File: src/rtl/ofc_readout_pkg.sv
// Shared definitions for the event readout path: word tags, field widths,
// the readout FSM states and the stream word carried through the output FIFO.
package ofc_readout_pkg;

    localparam int WORD_W = 16;
    localparam int ES_W   = 11;
    localparam int L1A_W  = 14;

    localparam logic [1:0] HDR_TAG = 2'b10;
    localparam logic [7:0] TRL_TAG = 8'hF0;

    typedef enum logic [2:0] {
        ST_IDLE,
        ST_HDR_RD,
        ST_HDR_CAP,
        ST_STREAM,
        ST_TRAILER
    } rd_state_t;

    typedef struct packed {
        logic              last;
        logic [WORD_W-1:0] data;
    } stream_word_t;

    function automatic logic [WORD_W-1:0] hdr_word(input logic [L1A_W-1:0] l1a);
        return {HDR_TAG, l1a};
    endfunction

    function automatic logic [WORD_W-1:0] size_word(input logic [ES_W-1:0] size);
        return {{(WORD_W-ES_W){1'b0}}, size};
    endfunction

    function automatic logic [WORD_W-1:0] trl_word(input logic [7:0] evt_lsb);
        return {TRL_TAG, evt_lsb};
    endfunction

endpackage

File: src/rtl/out_skid_fifo.sv
// Two-entry output FIFO in front of the valid/ready stream. The head entry is
// a register, so the presented word stays stable while the sink stalls.
module out_skid_fifo
    import ofc_readout_pkg::*;
(
    input  logic         clk,
    input  logic         reset,
    input  logic         push,
    input  stream_word_t push_word,
    input  logic         ready,
    output logic         valid,
    output logic         accept,
    output stream_word_t head,
    output logic [1:0]   count
);

    stream_word_t mem [2];
    logic         wr_idx;
    logic         rd_idx;

    assign valid  = (count != 2'd0);
    assign accept = valid && ready;
    assign head   = mem[rd_idx];

    // Storage, indices and occupancy; push and pop may happen in the same cycle.
    always_ff @(posedge clk or posedge reset) begin
        // NOTE: sequential state uses non-blocking assignments so every register samples pre-edge values.
        if (reset) begin
            // NOTE: the two entries are reset because the head drives out_data, which must read zero after reset.
            for (int i = 0; i < 2; i++) begin
                mem[i] <= '0;
            end
            wr_idx <= 1'b0;
            rd_idx <= 1'b0;
            count  <= 2'd0;
        end else begin
            if (push) begin
                mem[wr_idx] <= push_word;
                wr_idx      <= ~wr_idx;
            end
            if (accept) begin
                rd_idx <= ~rd_idx;
            end
            count <= count + {1'b0, push} - {1'b0, accept};
        end
    end

endmodule

File: src/rtl/mem_read_scheduler.sv
// Reads complete events out of the es/L1A/data RAMs and frames each one as
// header, size, payload, trailer on a valid/ready stream.
module mem_read_scheduler
    import ofc_readout_pkg::*;
#(
    parameter int DATA_AW = 16,
    parameter int EVT_AW  = 8
) (
    input  logic               clk,
    input  logic               reset,
    input  logic               enable,
    input  logic [EVT_AW-1:0]  es_wr_addr,
    output logic [EVT_AW-1:0]  es_rd_addr,
    input  logic [ES_W-1:0]    es_rd_data,
    output logic [EVT_AW-1:0]  L1A_rd_addr,
    input  logic [L1A_W-1:0]   L1A_rd_data,
    output logic [DATA_AW-1:0] data_rd_addr,
    input  logic [WORD_W-1:0]  data_rd_data,
    output logic [WORD_W-1:0]  out_data,
    output logic               out_valid,
    input  logic               out_ready,
    output logic               out_last,
    output logic               busy,
    output logic [EVT_AW-1:0]  evt_sent
);

    rd_state_t          state;
    rd_state_t          next_state;
    logic [EVT_AW-1:0]  rd_ptr;
    logic [DATA_AW-1:0] data_addr_q;
    logic [ES_W-1:0]    size_q;
    logic [ES_W-1:0]    issued_q;
    logic               hdr_pushed_q;
    logic               trl_pushed_q;
    logic               inflight_q;

    logic               hdr_push;
    logic               size_push;
    logic               data_push;
    logic               trl_push;
    logic               issue;
    stream_word_t       push_word;

    logic               fifo_accept;
    stream_word_t       fifo_head;
    logic [1:0]         fifo_count;
    logic [1:0]         occ_after;
    logic               can_push;
    logic               evt_avail;
    logic               reads_done;
    logic               trl_done;

    // The write side pre-increments, so the next unread event sits one past rd_ptr.
    assign es_rd_addr   = rd_ptr + EVT_AW'(1);
    assign L1A_rd_addr  = es_rd_addr;
    assign data_rd_addr = data_addr_q;
    assign busy         = (state != ST_IDLE);

    assign evt_avail  = (es_wr_addr != rd_ptr);
    assign reads_done = (issued_q == size_q);
    // Occupancy once this cycle's pop is taken into account; a returning read always fits.
    assign occ_after  = fifo_count - {1'b0, fifo_accept};
    assign can_push   = (fifo_count != 2'd2) || fifo_accept;
    assign trl_done   = (state == ST_TRAILER) && trl_pushed_q && fifo_accept && fifo_head.last;

    out_skid_fifo u_out_fifo (
        .clk       (clk),
        .reset     (reset),
        .push      (hdr_push | size_push | data_push | trl_push),
        .push_word (push_word),
        .ready     (out_ready),
        .valid     (out_valid),
        .accept    (fifo_accept),
        .head      (fifo_head),
        .count     (fifo_count)
    );

    assign out_data = fifo_head.data;
    assign out_last = out_valid && fifo_head.last;

    // FSM state register.
    always_ff @(posedge clk or posedge reset) begin
        if (reset) begin
            state <= ST_IDLE;
        end else begin
            state <= next_state;
        end
    end

    // FSM next-state logic.
    always_comb begin
        // NOTE: every combinational output gets a default first so no path infers a latch.
        next_state = state;
        unique case (state)
            ST_IDLE:    if (enable && evt_avail) next_state = ST_HDR_RD;
            ST_HDR_RD:  next_state = ST_HDR_CAP;
            ST_HDR_CAP: if (size_push) next_state = (size_q != '0) ? ST_STREAM : ST_TRAILER;
            ST_STREAM:  if (reads_done && !inflight_q) next_state = ST_TRAILER;
            ST_TRAILER: if (trl_done) next_state = ST_IDLE;
            default:    next_state = ST_IDLE;
        endcase
    end

    // FSM outputs: which word enters the FIFO this cycle and whether a data read is issued.
    always_comb begin
        hdr_push  = 1'b0;
        size_push = 1'b0;
        data_push = 1'b0;
        trl_push  = 1'b0;
        issue     = 1'b0;
        push_word = '0;
        unique case (state)
            ST_HDR_CAP: begin
                if (!hdr_pushed_q) begin
                    hdr_push       = can_push;
                    push_word.data = hdr_word(L1A_rd_data);
                end else begin
                    size_push      = can_push;
                    push_word.data = size_word(size_q);
                end
            end
            ST_STREAM: begin
                data_push      = inflight_q;
                push_word.data = data_rd_data;
                issue          = !reads_done && ((occ_after + {1'b0, inflight_q}) < 2'd2);
            end
            ST_TRAILER: begin
                trl_push       = !trl_pushed_q && can_push;
                push_word.last = 1'b1;
                push_word.data = trl_word(8'(rd_ptr) + 8'd1);
            end
            default: ;
        endcase
    end

    // Event pointer, data pointer, captured size and per-event progress flags.
    always_ff @(posedge clk or posedge reset) begin
        if (reset) begin
            rd_ptr       <= '0;
            data_addr_q  <= DATA_AW'(1);
            size_q       <= '0;
            issued_q     <= '0;
            hdr_pushed_q <= 1'b0;
            trl_pushed_q <= 1'b0;
            inflight_q   <= 1'b0;
            evt_sent     <= '0;
        end else begin
            inflight_q <= issue;
            if (issue) begin
                data_addr_q <= data_addr_q + DATA_AW'(1);
                issued_q    <= issued_q + ES_W'(1);
            end
            if (hdr_push) begin
                size_q       <= es_rd_data;
                issued_q     <= '0;
                hdr_pushed_q <= 1'b1;
            end
            if (size_push) begin
                hdr_pushed_q <= 1'b0;
            end
            if (trl_push) begin
                trl_pushed_q <= 1'b1;
            end
            if (trl_done) begin
                trl_pushed_q <= 1'b0;
                rd_ptr       <= rd_ptr + EVT_AW'(1);
                evt_sent     <= evt_sent + EVT_AW'(1);
            end
        end
    end

endmodule

File: config.mk
export PLATFORM = sky130hd
export DESIGN_NAME = mem_read_scheduler
export DESIGN_NICKNAME = d
export VERILOG_FILES = /design/src/rtl/ofc_readout_pkg.sv /design/src/rtl/out_skid_fifo.sv /design/src/rtl/mem_read_scheduler.sv
export SDC_FILE = /design/constraint.sdc
export NUM_CORES = 1
export LEC_CHECK = 0
export ABC_AREA = 1
export CELL_PAD_IN_SITES_DETAIL_PLACEMENT = 0
export CELL_PAD_IN_SITES_GLOBAL_PLACEMENT = 1
export CORE_MARGIN = 2
export CORE_UTILIZATION = 38
export DETAILED_ROUTE_END_ITERATION = 10
export PLACE_DENSITY_LB_ADDON = 0.15
export SKIP_LAST_GASP = 1
export SYNTH_ARGS = -nofsm -noshare
export SYNTH_HDL_FRONTEND = slang
export SYNTH_SLANG_ARGS = --single-unit
File: constraint.sdc
create_clock -name clk -period 6.8 [get_ports clk]
set_clock_uncertainty 0.15 [all_clocks]
set_input_delay 1.36 -clock clk [delete_from_list [all_inputs] [get_ports clk]]
set_output_delay 1.36 -clock clk [all_outputs]
set_load 0.005 [all_outputs]
==> Yosys cells after proc, flatten, opt, wreduce, memory -nomap -nowiden <==
Index checks and enable logic that the tools add are counted.
{ "word_totals": {"reg_bits": 98, "output_inout_bits": 59, "inputBits": 53} }
{ "op_classes": {"bitwise": 7, "n_lt_le_gt_ge": 4, "n_addsub": 8, "reduce_logical": 22, "n_mux": 28, "eq_ne": 11} }
{ "ops": {"columns": ["cell", "count"], "rows": [
  ["2-to-1 mux 17 bit", 4],
  ["case mux 16 bit (3 select lines)", 1],
  ["bitwise mux 34 bit", 1],
  ["2-to-1 mux 11 bit", 2],
  ["demux 17 bit (select 1 bit)", 1],
  ["adder 16 x 1 -> 16 bit (second input constant)", 1],
  ["adder 8 x 1 -> 8 bit (second input constant)", 2],
  ["2-to-1 mux 16 bit", 1],
  ["2-to-1 mux 3 bit", 5],
  ["case mux 3 bit (5 select lines)", 1],
  ["2-to-1 mux 1 bit", 12],
  ["adder 11 x 1 -> 11 bit (second input constant)", 1],
  ["== test 11 bit", 1],
  ["nonzero test 11 bit", 1],
  ["logical AND 1 bit", 10],
  ["inequality test 2 bit (second input constant)", 5],
  ["inequality test 8 bit", 1],
  ["nonzero test 2 bit", 4],
  ["== test 3 x 2 -> 1 bit (second input constant)", 2],
  ["adder 2 x 1 -> 2 bit", 2],
  ["greater-or-equal comparator 2 bit (second input constant)", 2],
  ["inverter 1 -> 2 bit", 2],
  ["AND reduction 4 bit", 1],
  ["subtractor 2 x 1 -> 2 bit", 2],
  ["other kinds (10)", 15]
]} }

==> Depth between registers and ports, before layout <==
Gate-level depths: netlist of the first run.
{ "depth": {"depth_word": 10, "ltp_mapped": 14, "mapped_depth_nobuf": 13} }

==> Cells and area by module <==
From an unflattened synthesis of the first run, not the netlist that was laid out.
{ "unflattened": {"hier_cells": 707, "area_unflattened_um2": 5627.9} }
{ "by_module_without_submodules": {"columns": ["mod", "cells_each", "seq_area_each_um2", "area_each_um2", "n_inst"], "rows": [
  ["mem_read_scheduler", 499, 1502.7, 3767.4, 1],
  ["out_skid_fifo", 208, 950.9, 1860.5, 1]
]} }

==> Least setup slack after synthesis of the first run <==
OpenSTA, ideal clock, no wires.
{ "synth_timing": {"path_kind": "in2reg", "start": "input port out_ready", "end": "register data_addr_q[5] (netlist: data_rd_addr[5])", "n_path_buf": 1, "setup_slack_ns": 3.953, "stages": 10, "required_time_ns": 6.527, "arrival_ns": 2.574, "path_cell_list": "nand2_1 inv_1 ha_1 nor2_1 o21ai_1 a21oi_1 nand2_1 buf_2 o21ai_0 nand2_1"} }
{ "synth_between": {"elab_chain_len": 6} }
{ "synth_rtl": {"columns": ["element", "line_no", "source"], "rows": [
  ["start: declaration", "mem_read_scheduler.sv:21", "input logic out_ready,"],
  ["logical AND 1 bit", "out_skid_fifo.sv:22", "assign accept = valid && ready;"],
  ["named net fifo_accept", "mem_read_scheduler.sv:44", "logic fifo_accept;"],
  ["subtractor 2 x 1 -> 2 bit", "mem_read_scheduler.sv:62", "assign occ_after = fifo_count - {1'b0, fifo_accept};"],
  ["adder 2 x 1 -> 2 bit", "mem_read_scheduler.sv:125", "issue = !reads_done && ((occ_after + {1'b0, inflight_q}) < 2'd2);"],
  ["< comparator 2 bit", "mem_read_scheduler.sv:125", null],
  ["logical AND 1 bit", "mem_read_scheduler.sv:125", null],
  ["2-to-1 mux 1 bit", "mem_read_scheduler.sv:112", "unique case (state)"],
  ["end signal: assignment", "mem_read_scheduler.sv:150", "data_addr_q <= data_addr_q + DATA_AW'(1);"],
  ["end: declaration", "mem_read_scheduler.sv:30", "logic [DATA_AW-1:0] data_addr_q;"]
]} }
The timed path passes the listed nets, and every way through them passes these cells.
A chain may end at the register's enable or synchronous reset.

==> Worst setup path after layout of the first run <==
{ "layout_timing": {"start": "register u_out_fifo.rd_idx", "end": "output port out_last"} }
{ "layout_between": {"elab_chain_len": 5} }
{ "layout_rtl": {"columns": ["element", "line_no", "source"], "rows": [
  ["start: declaration", "out_skid_fifo.sv:19", "logic rd_idx;"],
  ["start signal: assignment", "out_skid_fifo.sv:42", "rd_idx <= ~rd_idx;"],
  ["inverter 1 -> 2 bit (implied by the code)", "out_skid_fifo.sv:23", "assign head = mem[rd_idx];"],
  ["2-to-1 mux 17 bit (implied by the code) (3 in a row)", "out_skid_fifo.sv:23", null],
  ["logical AND 1 bit", "mem_read_scheduler.sv:79", "assign out_last = out_valid && fifo_head.last;"],
  ["end: declaration", "mem_read_scheduler.sv:22", "output logic out_last,"]
]} }
No other way between the ends. The select of a mux whose other input is x is not followed.

==> results of run 1 <==
[layer usage]
| layer | share of wire [%] | vias up | global-route usage, % |
|---|---|---|---|
| li1 | - | 2375 | - |
| met1 | 48 | 2300 | 27.7 |
| met2 | 46 | 119 | 31.5 |
| met3 | 4.6 | 13 | 2.88 |
| met4 | 1.3 | 0 | 6.01 |
| met5 | 0 | - | 0 |
[cells in the mapped netlist]
| cell | number |
|---|---|
| sky130_fd_sc_hd__dfrtp_1 | 97 |
| sky130_fd_sc_hd__mux2_2 | 14 |
| sky130_fd_sc_hd__o21ai_0 | 57 |
| sky130_fd_sc_hd__a211oi_1 | 1 |
| sky130_fd_sc_hd__nand3b_1 | 4 |
| sky130_fd_sc_hd__a22o_1 | 4 |
| sky130_fd_sc_hd__nand4_1 | 14 |
| sky130_fd_sc_hd__nand2_1 | 214 |
| sky130_fd_sc_hd__xnor2_1 | 19 |
| sky130_fd_sc_hd__nand2_2 | 11 |
| sky130_fd_sc_hd__nor2_1 | 25 |
| sky130_fd_sc_hd__a221oi_1 | 4 |
| sky130_fd_sc_hd__nor2_4 | 1 |
| sky130_fd_sc_hd__o21bai_1 | 1 |
| sky130_fd_sc_hd__a21oi_1 | 10 |
| sky130_fd_sc_hd__nor3_2 | 1 |
| sky130_fd_sc_hd__inv_2 | 5 |
| sky130_fd_sc_hd__o21ai_1 | 6 |
| sky130_fd_sc_hd__inv_4 | 1 |
| sky130_fd_sc_hd__a31o_2 | 1 |
| sky130_fd_sc_hd__buf_2 | 12 |
| sky130_fd_sc_hd__nor2_8 | 1 |
| sky130_fd_sc_hd__xor2_1 | 22 |
| sky130_fd_sc_hd__buf_4 | 13 |
| sky130_fd_sc_hd__o211ai_1 | 3 |
| sky130_fd_sc_hd__nand3_2 | 1 |
| sky130_fd_sc_hd__clkbuf_1 | 6 |
| sky130_fd_sc_hd__inv_1 | 74 |
| sky130_fd_sc_hd__nand3_1 | 26 |
| sky130_fd_sc_hd__o21ai_2 | 10 |
| sky130_fd_sc_hd__nor4_1 | 1 |
| sky130_fd_sc_hd__ha_1 | 7 |
| sky130_fd_sc_hd__dfstp_2 | 1 |
| sky130_fd_sc_hd__nand2_4 | 1 |
| sky130_fd_sc_hd__nor3_1 | 11 |
| sky130_fd_sc_hd__a21oi_2 | 1 |
| sky130_fd_sc_hd__o2bb2ai_1 | 1 |
| sky130_fd_sc_hd__or2_2 | 1 |
| sky130_fd_sc_hd__buf_6 | 2 |
| sky130_fd_sc_hd__nor2_2 | 3 |
| sky130_fd_sc_hd__a22oi_1 | 2 |
[where the power goes]
part           internal, mW  leakage, nW  switching [mW]
Clock                 0.247        0.135           0.230
Combinational         0.548         1.83           0.659
Sequential            0.776         1.28           0.188
[layout by cell type, fill, tap and decap left out, types with 5 or more instances in the layout]
cell type and instances:
sky130_fd_sc_hd__clkbuf_16 9, sky130_fd_sc_hd__nor3_1 11, sky130_fd_sc_hd__clkdlybuf4s50_1 111, sky130_fd_sc_hd__xnor2_1 19, sky130_fd_sc_hd__inv_2 5, sky130_fd_sc_hd__nand2_1 214
sky130_fd_sc_hd__ha_1 7, sky130_fd_sc_hd__mux2_2 14, sky130_fd_sc_hd__a21oi_1 10, sky130_fd_sc_hd__dfrtp_1 97, sky130_fd_sc_hd__nand3_1 26, sky130_fd_sc_hd__o21ai_0 57
sky130_fd_sc_hd__nor2_1 25, sky130_fd_sc_hd__nand4_1 14, sky130_fd_sc_hd__inv_1 73, sky130_fd_sc_hd__o21ai_1 6, sky130_fd_sc_hd__nand2_2 11, sky130_fd_sc_hd__o21ai_2 10
sky130_fd_sc_hd__xor2_1 22
[final cells by class]
class,count,area [um^2]
fill,1439,7410
multi-input combinational,478,2570
sequential,98,2450
timing repair buffer,113,1130
inverter,80,305
tap,184,230
clock buffer,9,225
clock inverter,6,45.0
[logic make-up after synthesis]
group / Yosys count
flip-flops: 98
AND/OR/NAND/NOR: 315
buffers and inverters: 113
adder cells (fa/ha/maj): 7
multiplexers: 14
XOR/XNOR: 41
AO/OA/AOI/OAI: 101
[per-stage QoR]
step           total power [mW]  std cells  hold WS (ps)
4_1_cts                    2.67        968           329
3_3_place_gp               2.17        953           303
2_1_floorplan              1.72        689           292
3_5_place_dp               2.19        953           309
5_1_grt                    2.86        968           353
6_report                   2.65        968           324
[flip-flops by register name, summed over array words and instances, names as in the netlist]
register	count
u_out_fifo.rd_idx	1
rd_ptr	8
evt_sent	8
hdr_pushed_q	1
inflight_q	1
data_rd_addr	16
trl_pushed_q	1
u_out_fifo.count	2
issued_q	11
u_out_fifo.wr_idx	1
u_out_fifo.mem	34
state	3
size_q	11
[worst max-delay path: stages, from the launching register on]
cell	delay, ps
sky130_fd_sc_hd__dfrtp_1	940
sky130_fd_sc_hd__o21ai_0	320
sky130_fd_sc_hd__a21oi_1	200
sky130_fd_sc_hd__clkdlybuf4s50_1	520
[path summary, 6_finish.rpt]
kind	startpoint	end	slack, ps
min	u_out_fifo.mem[7]$_DFFE_PP0P_	u_out_fifo.mem[7]$_DFFE_PP0P_	320
min in group asynchronous	reset	evt_sent[6]$_DFFE_PP0P_	1200
max in group asynchronous	reset	u_out_fifo.mem[15]$_DFFE_PP0P_	4080
max reg2reg	u_out_fifo.rd_idx$_DFFE_PP0P_	evt_sent[3]$_DFFE_PP0P_	3890
min reg2reg	u_out_fifo.mem[7]$_DFFE_PP0P_	u_out_fifo.mem[7]$_DFFE_PP0P_	320
max	u_out_fifo.rd_idx$_DFFE_PP0P_	out_last	2960
==> run summary, run 1 <==
• Critical Path RT: 5290 ps
• count of pins over their slew limit: 0
• status: completed
• net count after synthesis: 749
• core area: 14,400 um^2
• Overflow after GRT: 0
• root cell of the clock tree: sky130_fd_sc_hd__clkbuf_16
• wire length of the first global-routing pass: 24.6 mm
• setup repair after global routing missed its margin: no
• number of vias after detailed routing: 4,807
• Routed Antenna Nets: 0
• HPWL Detailed: 10.7 mm
• cell count of the worst hold path: 2
• die outline width: 125 um
• final cell area excluding filler cells: 6950 um^2
• largest area contributor in the netlist: sky130_fd_sc_hd__dfrtp_1
• critical path start-end classification: register to output pin
• Clock Pin Slew Worst Setup and Hold Paths: 70 ps
• initial detailed-routing violation count: 324
• peak fanout along the critical path: 21
• post-synthesis register bit count: 98
• Syn Inst Count: 689
• mux contribution to synthesized area: 2.85%
• warnings from Yosys: 0
• Max rail drop VDD: 186 uV
• area growth from synthesis to layout: 25.8%
• fraction of synthesized cell area in xor and xnor cells: 6.50%
• end-of-flow core utilization: 48.4%
• number of different library cells in the post-synthesis netlist: 41
• worst min-delay path category: register to register
• clock period minus worst slack: 3840 ps
• DR pass1 iterations: 5
• Synth Area in Compound Gates: 10.9%
• Final Wtd Congestion: 0.812
• floorplan die area: 15,500 um^2
• Max Cap Violations: 0
• area after detailed placement: 6680 um^2
• mean area per synthesized cell: 8.02 um^2
• via-per-instance ratio: 4.97
• transition time at the pin with the least slew margin: 901 ps
• sinks on the clock net: 98
• Antenna Cells: 0
• slack of the critical path: 2960 ps
• endpoint kind of the worst setup timing path: output pin
• clock latency on the worst-skew pair: 350 ps
• max-slew headroom at the worst pin: 40.0%
• Initial Utilization: 38.5%
• largest family of logic cells by synthesized area: simple AND/OR/NAND/NOR gates
• aggregate global-route resource usage: 19.7%
• number of global-route vias before repair: 4,744
• total detailed-routing wirelength: 14.7 mm
• Worst setup SP type: register
• DRC violation count after routing: 0
• power density over the cells: 381 nW/um^2
• leak pwr: 3.24 nW
• Die Y: 125 um
• Post-CTS Setup Repair Bufs: 0
• number of buffers created by CTS: 9
• layout cell share with drive strength beyond 1: 9.06%
• final cycle utilization of the critical path: 56.4%
• pre-CTS setup slack: 2820 ps
• number of cell instances on the worst register-to-register path: 6
• post-DR wirelength/cell: 15.2 um
• worst-case clock buffer depth: 2
• Core Rows: 44
• synthesized area: 5530 um^2
• boundary pin count: 112
• Post-CTS Hold Fix Bufs: 0
• Highest Clock Rate: 261 MHz
• port bufs: 111
• Net count, final: 840
• sequential fraction of the synthesis area: 44.4%
• area share of fa/ha/maj cells after synthesis: 1.58%
• CP Data Arrival Time: 2330 ps
• simple-gate portion of the synthesized area: 24.6%
• CTS tree: built
• pin count of the biggest net entering global routing: 70
• final hold violation count: 0
• PostCTS Resize Cnt: 0
• top area cells in the synthesized netlist: sky130_fd_sc_hd__dfrtp_1 44%, sky130_fd_sc_hd__nand2_1 15%, sky130_fd_sc_hd__o21ai_0 5.2%
• initial antenna violation count: 0
• endpoints failing setup: 0
• share of the synthesized area in the top cell type: 43.9%
• Final TNS setup: 0 ps
• H-tree depth: 3
Note: power is estimated with default switching activity, not from simulation.
==> run 2, diff against run 1 <==
- clock period: 6.8 -> 3.6 ns (I/O delays scaled with it)
==> run 2 against run 1 <==
Utilization increased by 0.58 points; routed wire length down 0.54%; final area is 1.2% higher; die area unchanged; critical path depth is 2 higher; register-to-register slack got worse by 2800 ps; via count decreased by 0.98%; first-iteration DRC count shrank 9.6%; hold slack gained 1.2 ps.
==> run summary, run 2 (synthesis gave the netlist of run 1 again) <==
• HPWL Detailed: 10.9 mm, +1.5%
• endpoints failing setup: 0, unchanged
• final hold violation count: 0, unchanged
• PostCTS Resize Cnt: 0, unchanged
• core area: 14,400 um^2, unchanged
• number of flip-flops in the largest register: 34, unchanged
• CTS tree: built
• CP Data Arrival Time: 2330 ps, about the same
• port bufs: 111, unchanged
• Routed Antenna Nets: 0, unchanged
• boundary pin count: 112, unchanged
• final cell area excluding filler cells: 7040 um^2, +1.2%
• root cell of the clock tree: sky130_fd_sc_hd__clkbuf_16
• Core Rows: 44, unchanged
• final cycle utilization of the critical path: 88.8%
• aggregate global-route resource usage: 19.5%, -0.20 points
• Highest Clock Rate: 313 MHz
• layout cell share with drive strength beyond 1: 9.85%, +0.79 points
• count of pins over their slew limit: 0, unchanged
• Overflow after GRT: 0, unchanged
• origin of the worst min-delay path: u_out_fifo.wr_idx$_DFFE_PP0N_
• Post-CTS Setup Repair Bufs: 0, unchanged
• worst-case clock buffer depth: 2, unchanged
• leak pwr: 3.28 nW, +1.3%
• endpoint kind of the worst setup timing path: output pin
• Worst setup SP type: register
• Worst Hold Slack: 325 ps, +1.23 ps
• status: completed
• startpoint of the worst register-to-register path: u_out_fifo.rd_idx$_DFFE_PP0P_
• setup repair after global routing missed its margin: no
• number of vias after detailed routing: 4,760, -0.98%
• Clock Pin Slew Worst Setup and Hold Paths: 70 ps, about the same
• most common cell after layout, fill and taps aside: sky130_fd_sc_hd__nand2_1
• largest register by flop count: u_out_fifo.mem
• die outline width: 125 um, unchanged
• Antenna Cells: 0, unchanged
• Net count, final: 847, +0.83%
• area after detailed placement: 6740 um^2, +0.79%
• peak fanout along the critical path: 4, -81%
• PnR Total Power: 5.14 mW, +94%
• transition time at the pin with the least slew margin: 866 ps, -35.1 ps
• Max rail drop VDD: 246 uV, +32%
• sinks on the clock net: 98, unchanged
• worst min-delay path category: register to register
• Die Y: 125 um, unchanged
• Post-CTS Hold Fix Bufs: 0, unchanged
• area growth from synthesis to layout: 27.3%
• source of the critical timing path: rd_ptr[0]$_DFFE_PP0P_
• number of global-route vias before repair: 4,756, +0.25%
• clock latency on the worst-skew pair: 360 ps, about the same
• critical path start-end classification: register to output pin
• highest-count cells in the layout ignoring fill and taps: 214 x sky130_fd_sc_hd__nand2_1, 111 x sky130_fd_sc_hd__clkdlybuf4s50_1, 97 x sky130_fd_sc_hd__dfrtp_1
• area taken by multi-input logic gates: 2570 um^2, unchanged
• floorplan die area: 15,500 um^2, unchanged
• Critical Path RT: 2730 ps, -2560 ps
• number of buffers created by CTS: 9, unchanged
• via-per-instance ratio: 4.88, -1.8%
• Max Cap Violations: 0, unchanged
• clock period minus worst slack: 3200 ps
• power density over the cells: 730 nW/um^2, +92%
• initial detailed-routing violation count: 293, -9.6%
• DRC violation count after routing: 0, unchanged
• pin count of the biggest net entering global routing: 51, -27%
• wire length of the first global-routing pass: 24.3 mm, -0.95%
• post-DR wirelength/cell: 15.0 um, -1.4%
• Final TNS setup: 0 ps, unchanged
• initial antenna violation count: 0, unchanged
• FF+latch area: 2450 um^2, unchanged
• Initial Utilization: 38.5%, unchanged
• Fillers: 1,432, -0.49%
• max-slew headroom at the worst pin: 42.3%, +2.3 points
• H-tree depth: 3, unchanged
• DR pass1 iterations: 5, unchanged
• total detailed-routing wirelength: 14.6 mm, -0.54%
• Final Wtd Congestion: 0.840, +3.4%
-- run 2: cell types whose count changed in the layout (fill, tap and decap cells not counted), sizes merged --
| cell | change |
|---|---|
| buf | +7 |
| clkbuf | +1 |
| clkinvlp | +1 |
| bufinv | +1 |
| clkinv | -5 |
| inv | +3 |
-- run 2: where the power goes --
part           total [mW]  switching (mW)  internal (mW)  leakage, nW
clock network       0.998           0.450          0.548        0.144
logic                2.31            1.26           1.05         1.86
registers            1.82           0.359           1.47         1.28
-- run 2: per-stage QoR --
step,util (%),cells,setup slack [ps]
after global placement,46.9,960,613
final,49.0,976,402
after floorplan,-,689,170
after detailed placement,46.9,960,575
after global routing,49.0,976,222
after CTS,49.0,976,381
-- run 2: worst paths after layout --
check,end,slack [ps],cells after the start
max,es_rd_addr[6],400,5
min,u_out_fifo.wr_idx$_DFFE_PP0N_,320,2
max reg2reg,evt_sent[6]$_DFFE_PP0P_,1110,6
min reg2reg,u_out_fifo.wr_idx$_DFFE_PP0N_,320,2
max in group asynchronous,u_out_fifo.mem[17]$_DFFE_PP0P_,1840,3
min in group asynchronous,size_q[3]$_DFFE_PP0N_,670,2
-- run 2: cell type report --
type / count / area share (%)
sequential: 98 / 34.9
clock inverter: 6 / 1.03
timing repair buffer: 120 / 16.7
tap: 184 / 3.27
inverter: 80 / 4.34
multi-input combinational: 478 / 36.5
clock buffer: 10 / 3.25
-- run 2: layer usage --
metal  track usage (%)  up-vias  share of wire (%)
met5                 0        -                  0
met4              6.35        0                1.5
met3              2.96       13                4.3
met2              31.4      112                 46
met1              27.0     2244                 48
li1                  -     2391                  -
-- run 2: critical path, cell delays in order (launching register included) --
cell and delay, ps:
sky130_fd_sc_hd__dfrtp_1 410, sky130_fd_sc_hd__ha_1 210, sky130_fd_sc_hd__nand3_1 120, sky130_fd_sc_hd__nor3_1 190, sky130_fd_sc_hd__xor2_1 420, sky130_fd_sc_hd__clkdlybuf4s50_1 630
==> run 3, diff against run 2 <==
- CAP_MARGIN: default -> 30
==> results of run 3 <==
No change in the layout: final DEF, timing and power equal those of run 2.
